$ cat src/rtl/fifo_sync_param.sv
// rtl/fifo_sync_param.sv - parametrised synchronous FIFO with thresholds, flush and read-valid strobe
//
// Ports:
//   clk            - clock, all logic on the rising edge
//   reset          - synchronous active-low reset
//   push_i         - write request, data_in captured when accepted
//   pop_i          - read request, data_out loaded when accepted
//   flush_i        - synchronous clear of pointers and occupancy
//   data_in        - write data (WIDTH bits)
//   data_out       - registered read data (WIDTH bits), holds between pops
//   data_valid_o   - one-cycle pulse after an accepted pop
//   count_o        - occupancy 0..DEPTH
//   full_o         - count_o == DEPTH
//   empty_o        - count_o == 0
//   almost_full_o  - count_o >= AF_THRESH
//   almost_empty_o - count_o <= AE_THRESH
//   overflow_o     - sticky dropped-push flag (only with FIFO_ERR_STICKY_EN)
//   underflow_o    - sticky pop-while-empty flag (only with FIFO_ERR_STICKY_EN)
//
// Optional feature macro: FIFO_ERR_STICKY_EN

module fifo_sync_param #(
    parameter int WIDTH     = 8,
    parameter int DEPTH     = 4,
    parameter int AF_THRESH = DEPTH - 1,
    parameter int AE_THRESH = 1
) (
    input  logic                       clk,
    input  logic                       reset,
    input  logic                       push_i,
    input  logic                       pop_i,
    input  logic                       flush_i,
    input  logic [WIDTH-1:0]           data_in,
    output logic [WIDTH-1:0]           data_out,
    output logic                       data_valid_o,
    output logic [$clog2(DEPTH):0]     count_o,
    output logic                       full_o,
    output logic                       empty_o,
    output logic                       almost_full_o,
    output logic                       almost_empty_o
`ifdef FIFO_ERR_STICKY_EN
    ,
    output logic                       overflow_o,
    output logic                       underflow_o
`endif
);

    localparam int PW = $clog2(DEPTH);
    localparam int CW = PW + 1;
    localparam logic [CW-1:0] DEPTH_C = CW'(DEPTH);
    localparam logic [CW-1:0] AF_C    = CW'(AF_THRESH);
    localparam logic [CW-1:0] AE_C    = CW'(AE_THRESH);

    logic [WIDTH-1:0] mem [DEPTH];
    logic [PW-1:0]    wr_ptr;
    logic [PW-1:0]    rd_ptr;
    logic             pop_acc;
    logic             push_acc;

    // Flags come straight off the registered count so they never lag it.
    assign full_o         = (count_o == DEPTH_C);
    assign empty_o        = (count_o == '0);
    assign almost_full_o  = (count_o >= AF_C);
    assign almost_empty_o = (count_o <= AE_C);

    // Reset and flush both suppress traffic; gating here keeps the storage
    // write enable consistent with the pointer updates.
    assign pop_acc  = reset && !flush_i && pop_i && !empty_o;
    assign push_acc = reset && !flush_i && push_i && (!full_o || pop_acc);

    // Storage has no reset: stale words are never visible because the
    // pointers and count are what define the valid window.
    always_ff @(posedge clk) begin
        if (push_acc) begin
            mem[wr_ptr] <= data_in;
        end
    end

    always_ff @(posedge clk) begin
        if (!reset) begin
            wr_ptr       <= '0;
            rd_ptr       <= '0;
            count_o      <= '0;
            data_out     <= '0;
            data_valid_o <= 1'b0;
        end else if (flush_i) begin
            wr_ptr       <= '0;
            rd_ptr       <= '0;
            count_o      <= '0;
            data_valid_o <= 1'b0;
        end else begin
            data_valid_o <= pop_acc;
            // On push+pop when full, wr_ptr == rd_ptr; the non-blocking read
            // picks up the oldest word before the slot is overwritten.
            if (pop_acc) begin
                data_out <= mem[rd_ptr];
                rd_ptr   <= rd_ptr + PW'(1);
            end
            if (push_acc) begin
                wr_ptr <= wr_ptr + PW'(1);
            end
            case ({push_acc, pop_acc})
                2'b10:   count_o <= count_o + CW'(1);
                2'b01:   count_o <= count_o - CW'(1);
                default: count_o <= count_o;
            endcase
        end
    end

`ifdef FIFO_ERR_STICKY_EN
    always_ff @(posedge clk) begin
        if (!reset || flush_i) begin
            overflow_o  <= 1'b0;
            underflow_o <= 1'b0;
        end else begin
            if (push_i && full_o && !pop_i) begin
                overflow_o <= 1'b1;
            end
            if (pop_i && empty_o) begin
                underflow_o <= 1'b1;
            end
        end
    end
`endif

endmodule

$ cat config.mk
export PLATFORM = sky130hd
export DESIGN_NAME = fifo_sync_param
export DESIGN_NICKNAME = d
export VERILOG_FILES = /design/src/rtl/fifo_sync_param.sv
export SDC_FILE = /design/constraint.sdc
export NUM_CORES = 1
export LEC_CHECK = 0
export CORE_ASPECT_RATIO = 1.1
export CORE_MARGIN = 3
export CORE_UTILIZATION = 57
export DETAILED_ROUTE_END_ITERATION = 16
export PLACE_DENSITY = 0.91
export SLEW_MARGIN = 20
export SYNTH_ARGS = -nofsm -noshare
export SYNTH_HDL_FRONTEND = slang
export SYNTH_SLANG_ARGS = --single-unit
$ cat constraint.sdc
create_clock -name clk -period 3.75 [get_ports clk]
set_input_delay 1.125 -clock clk [delete_from_list [all_inputs] [get_ports clk]]
set_output_delay 1.125 -clock clk [all_outputs]
set_load 0.05 [all_outputs]
==> results.toml, run 1 <==
[floorplanning]
fp.dieArea_sq_mm = 0.00439
io_pins = 29
coreArea_sq_mm = 0.00341
die_h_um = 69.2
rows = 22
initial_core_util_pct = 60.7
die_x_um = 63.5

[synthesis]
syn_avg_cell_area_sq_um = 14.5
synth.top_cell.area_share_pct = 46.4
synth.distinct_cells = 28
synth_xor_area_share_pct = 1.27
syn_inst = 143
synth_compound_area_share_pct = 5.38
synth_fa_ha_area_share_pct = 5.44
synth.area.top_cells = "edfxtp_1 (46%), dfxtp_1 (15%), mux4_2 (8.7%)"
yosysSeqAreaShare_pct = 61.9
synth_seq_cells = 48
muxShareOfSynthArea_pct = 11.2
yosysWarnings = 0
synthSimpleGateAreaFrac_pct = 10.1
netlist_area_sq_mm = 0.00207
yosys.area.top_type = "edfxtp_1"
synth_top_family_by_area = "multiplexers"
syn_nets = 165

[sta]
max_slew_margin_pct = 55.6
fin_crit_ns = 3.32
setup_tns_ns = 0
min_period_over_period_pct = 88.6
holdWs_ns = 0.473
setup_viol = 0
max_freq_mhz = 301
worstMarginPinSlew_ns = 0.665
rsz0062_at_grt = "no"
slew_violations = 0
fin_worst_skew_ns = 0.0128
hold_viol_final = 0

[routing]
first_pass_iters = 4
post_drt_wl_per_cell_um = 15.9
drcViolationCount = 0
drt-total-wl_um = 3550
vias = 1180
vias_per_cell = 5.29
drt-initial-drc-count = 96
ant_nets = 0

[global_routing]
antenna_found_initial = 0
grt_use_total_pct = 18.5
grt_pass1_wl_um = 6130
grt_pass1_vias = 1208
grt_max_degree = 20
grt.overflow.total = 0

[worst_hold_path]
hold_path.class = "flop to flop"
whs_path_depth = 2
hp-start = "data_out[0]"
hold_end = "data_out[0]"

[worst_setup_path]
worst-path-max-fanout = 6
startpoint_type = "flop"
ff2ff_path_depth = 5
cp.required_ns = 2.62
critPathCaptureType = "output pin"
cp-startpoint = "count_o[0]"
rr_endpoint = "mem[0][2]"
reg2reg_from = "count_o[0]"
r2r_slack_ns = 1.71
worstPathArrival_ns = 2.20
path_class = "flop to output pin"

[clock_tree]
post_cts_buffers = 0
h-tree-depth = 2
cts_tree = "built"
clk_latency_ns = 0.37
cts-root-buf = "clkbuf_4"
clock_path_buffers = 2
cts.sinks = 48
cts-buffers-inserted = 5
cts_resized = 0
clkSlewWorstSetupHoldPaths_ns = 0.14
postCtsHoldBufs = 0

[placement]
dpl.hpwl_um = 2670
routabilityCongestion = 0.761
io_buffers = 28

[cells_and_area]
drive_gt1_share_pct = 16.6
areaGrowthSynthToFinish_pct = 18.2
diodes = 0
utilization_pct = 71.7
layout.nets = 196

[run_status]
outcome = "finished, final reports clean"

[run]
cap_viol_max_count = 0

[power_and_ir_drop]
p_leak_nw = 0.863
irDropWorstVdd_mv = 0.266
power.total_w = 0.000961
power.density_mw_per_mm2 = 393
## metrics by stage
stage	worst slack (ns)	cells	area, sq um
final	0.428	223	2450
after floorplan	0.628	143	2070
after global routing	0.324	223	2450
after global placement	0.854	215	2360
after CTS	0.438	223	2450
after detailed placement	0.778	215	2360
## power breakdown
part	internal (W)	switching [W]	leakage [nW]
sequential	0.000569	0.00000408	0.418
combinational	0.0000326	0.0000435	0.399
clock	0.000143	0.000169	0.0454
total	0.000745	0.000217	0.863
## sequential cells by signal, summed over array words and instances, names as in the netlist
signal / count
count_o: 3
data_out: 8
rd_ptr: 2
data_valid_o: 1
mem: 32
wr_ptr: 2
## cell families after synthesis
| logic type | after synthesis |
|---|---|
| flops | 48 |
| xor+xnor | 3 |
| simple gates | 41 |
| compound gates | 16 |
| buf+inv | 13 |
| mux | 13 |
| fa+ha+maj | 9 |
## synthesized netlist by cell type (all sizes together)
library cell	instances
o211a	1
nor2b	1
o2111ai	1
mux4	8
nand2b	2
nor2	8
and2b	1
xnor2	3
nor3	2
clkinv	1
a21oi	3
mux2	1
edfxtp	32
or3	1
mux2i	4
and2	4
nand2	22
o21ai	10
dfxtp	16
buf	5
ha	9
o31a	1
inv	7
## cell type report
type | instances | area [sq um]
timing repair buffer | 29 | 288
inverter | 8 | 42.5
tap | 48 | 60.1
multi-input combinational | 82 | 691
fill | 247 | 966
clock inverter | 3 | 47.5
clock buffer | 5 | 37.5
sequential | 48 | 1280
## worst max-delay path, cell delays in order (launching register included)
cell and delay [ns]:
dfxtp_1 0.40, inv_1 0.16, ha_1 0.26, nand2_1 0.13
inv_1 0.08, clkdlybuf4s50_1 0.80
## how the worst max path moves through the flow
| stage | slack (ns) | to |
|---|---|---|
| after floorplan | 0.63 | almost_full_o |
| after global placement | 0.85 | mem[0][3] |
| after detailed placement | 0.78 | mem[0][3] |
| after CTS | 0.44 | full_o |
| after global routing | 0.32 | full_o |
| final | 0.43 | full_o |
## layout by cell type, fill, tap and decap left out, drive strengths merged, types with 5 or more instances in the layout
cell type	count
clkbuf	5
clkdlybuf4s50	28
dfxtp	16
edfxtp	32
ha	9
inv	7
mux4	8
nand2	22
nor2	8
o21ai	10
## layer usage
layer / vias to the layer above / wire length [um] / GRT usage, %
met5: - / 0 / 0
met4: 0 / 52 / 6.24
met3: 7 / 162 / 5.67
met2: 31 / 1820 / 29.9
met1: 569 / 1510 / 23.6
li1: 573 / - / -
Note: power is estimated with default switching activity, not from simulation.
==> run 2: changes to the inputs <==
--- a/config.mk
+++ b/config.mk
@@ -6,7 +6,7 @@
 export NUM_CORES = 1
 export LEC_CHECK = 0
 export CORE_ASPECT_RATIO = 1.1
-export CORE_MARGIN = 3
+export CORE_MARGIN = 8
 export CORE_UTILIZATION = 57
 export DETAILED_ROUTE_END_ITERATION = 16
 export PLACE_DENSITY = 0.91
==> run 2 against run 1 <==
Compared with the run above: critical path type unchanged; flip-flop and latch count is the same; first-iteration DRC count is 33% lower; total power decreased by 2.1%; count of clock-buffer cells in the layout did not move; critical endpoint is now empty_o; final cell count is 0.45% higher; non-clock buffer count shrank 1; critical path depth shrank 1.
==> results.toml, run 2 (same netlist as run 1, synthesis figures left out) <==
[routing]
drcViolationCount = 0
vias_per_cell = 5.31
ant_nets = 0
drt-initial-drc-count = 64
first_pass_iters = 4
vias = 1189
drt-total-wl_um = 3640
post_drt_wl_per_cell_um = 16.2

[floorplanning]
fp.dieArea_sq_mm = 0.00582
coreArea_sq_mm = 0.00357
initial_core_util_pct = 58.0
die_x_um = 73.5
die_h_um = 79.2
rows = 23
io_pins = 29

[power_and_ir_drop]
p_leak_nw = 0.859
power.density_mw_per_mm2 = 385
irDropWorstVdd_mv = 0.287

[placement]
io_buffers = 28
dpl.hpwl_um = 2800
routabilityCongestion = 0.855

[sta]
max_freq_mhz = 310
setup_viol = 0
max_slew_margin_pct = 56.4
fin_crit_ns = 3.22
fin_worst_skew_ns = 0.00546
worstMarginPinSlew_ns = 0.654
rsz0062_at_grt = "no"
holdWs_ns = 0.465
setup_tns_ns = 0
slew_violations = 0
min_period_over_period_pct = 86.0
hold_viol_final = 0

[clock_tree]
cts.sinks = 48
cts-buffers-inserted = 5
post_cts_buffers = 0
cts-root-buf = "clkbuf_8"
h-tree-depth = 2
cts_resized = 0
postCtsHoldBufs = 0
cts_tree = "built"
clock_path_buffers = 2
clk_latency_ns = 0.30
clkSlewWorstSetupHoldPaths_ns = 0.09

[worst_setup_path]
critPathCaptureType = "output pin"
cp_num_buf_inv = 2
max_stage_delay_ns = 0.82
path_delay_family = "buffers and inverters"
cp.required_ns = 2.62
worstPathArrival_ns = 2.10
worst_path_max_delay_cell = "clkdlybuf4s50_1"
startpoint_type = "flop"
crit_chain = "inv_1 -> ha_1 -> nor2b_4 -> clkdlybuf4s50_1"
path_class = "flop to output pin"
worst-path-max-fanout = 6

[run_status]
outcome = "finished, final reports clean"

[global_routing]
grt_use_total_pct = 13.5
antenna_found_initial = 0
grt_pass1_vias = 1324
grt_pass1_wl_um = 6060
grt.overflow.total = 0
grt_max_degree = 20

[cells_and_area]
final.fill_count = 261
utilization_pct = 68.5
areaGrowthSynthToFinish_pct = 18.0
largest_reg_flops = 32
seqCellArea_sq_mm = 0.00128
layout.nets = 195
diodes = 0
largestRegisters = "mem (32), data_out (8), count_o (3)"
drive_gt1_share_pct = 15.5
multi_input_area_sq_um = 691
regMostFlops = "mem"
layout_common_cells = "edfxtp_1 (32), clkdlybuf4s50_1 (28), nand2_1 (21)"
final_common_cell = "edfxtp_1"

[run]
cap_viol_max_count = 0

[worst_hold_path]
hold_path.class = "flop to flop"
run 2: metal layers:
| metal | global-route usage [%] | wire length [um] |
|---|---|---|
| met1 | 14.6 | 1470 |
| met2 | 22.5 | 1930 |
| met3 | 3.65 | 177 |
| met4 | 9.00 | 59 |
| met5 | 0 | 0 |
run 2: worst reg2reg max path, stage by stage (launching register included):
cell and delay (ns):
dfxtp_1 0.45, inv_1 0.14, ha_1 0.27, nand2_1 0.13
o211a_1 0.27, and2_1 0.40
run 2: area by class of cell:
type	count	share of cell area, %
Clock inverter	3	0.717
Inverter	8	1.74
Clock buffer	5	2.82
Timing Repair Buffer	28	11.5
Sequential cell	48	52.4
Multi-Input combinational cell	82	28.3
Tap cell	50	2.56
run 2: where the power goes:
| group | switching [W] | internal [W] | total (W) |
|---|---|---|---|
| registers | 0.00000415 | 0.000569 | 0.000573 |
| clock network | 0.000163 | 0.000130 | 0.000293 |
| logic | 0.0000436 | 0.0000317 | 0.0000754 |
run 2: metrics by stage:
| stage | instances | instance area [sq um] | total power (W) | worst slack (ns) |
|---|---|---|---|---|
| 2_1_floorplan | 143 | 2070 | 0.000629 | 0.628 |
| 3_3_place_gp | 216 | 2360 | 0.000657 | 0.728 |
| 3_5_place_dp | 216 | 2360 | 0.000660 | 0.588 |
| 4_1_cts | 224 | 2440 | 0.000949 | 0.521 |
| 5_1_grt | 224 | 2440 | 0.000974 | 0.411 |
| 6_report | 224 | 2440 | 0.000941 | 0.527 |
run 2: final timing paths:
path / start / end / slack, ns / cells after the start
max reg2reg: count_o[0] / mem[0][3] / 1.75 / 5
max: count_o[0] / empty_o / 0.53 / 4
min: data_out[4] / data_out[4] / 0.46 / 2
min reg2reg: data_out[4] / data_out[4] / 0.46 / 2
==> run 3: changes to the inputs <==
--- a/config.mk
+++ b/config.mk
@@ -10,6 +10,7 @@
 export CORE_UTILIZATION = 57
 export DETAILED_ROUTE_END_ITERATION = 16
 export PLACE_DENSITY = 0.91
+export SETUP_SLACK_MARGIN = 0.05
 export SLEW_MARGIN = 20
 export SYNTH_ARGS = -nofsm -noshare
 export SYNTH_HDL_FRONTEND = slang
==> results of run 3 <==
The final DEF is identical to that of run 2; final timing and power are the same.
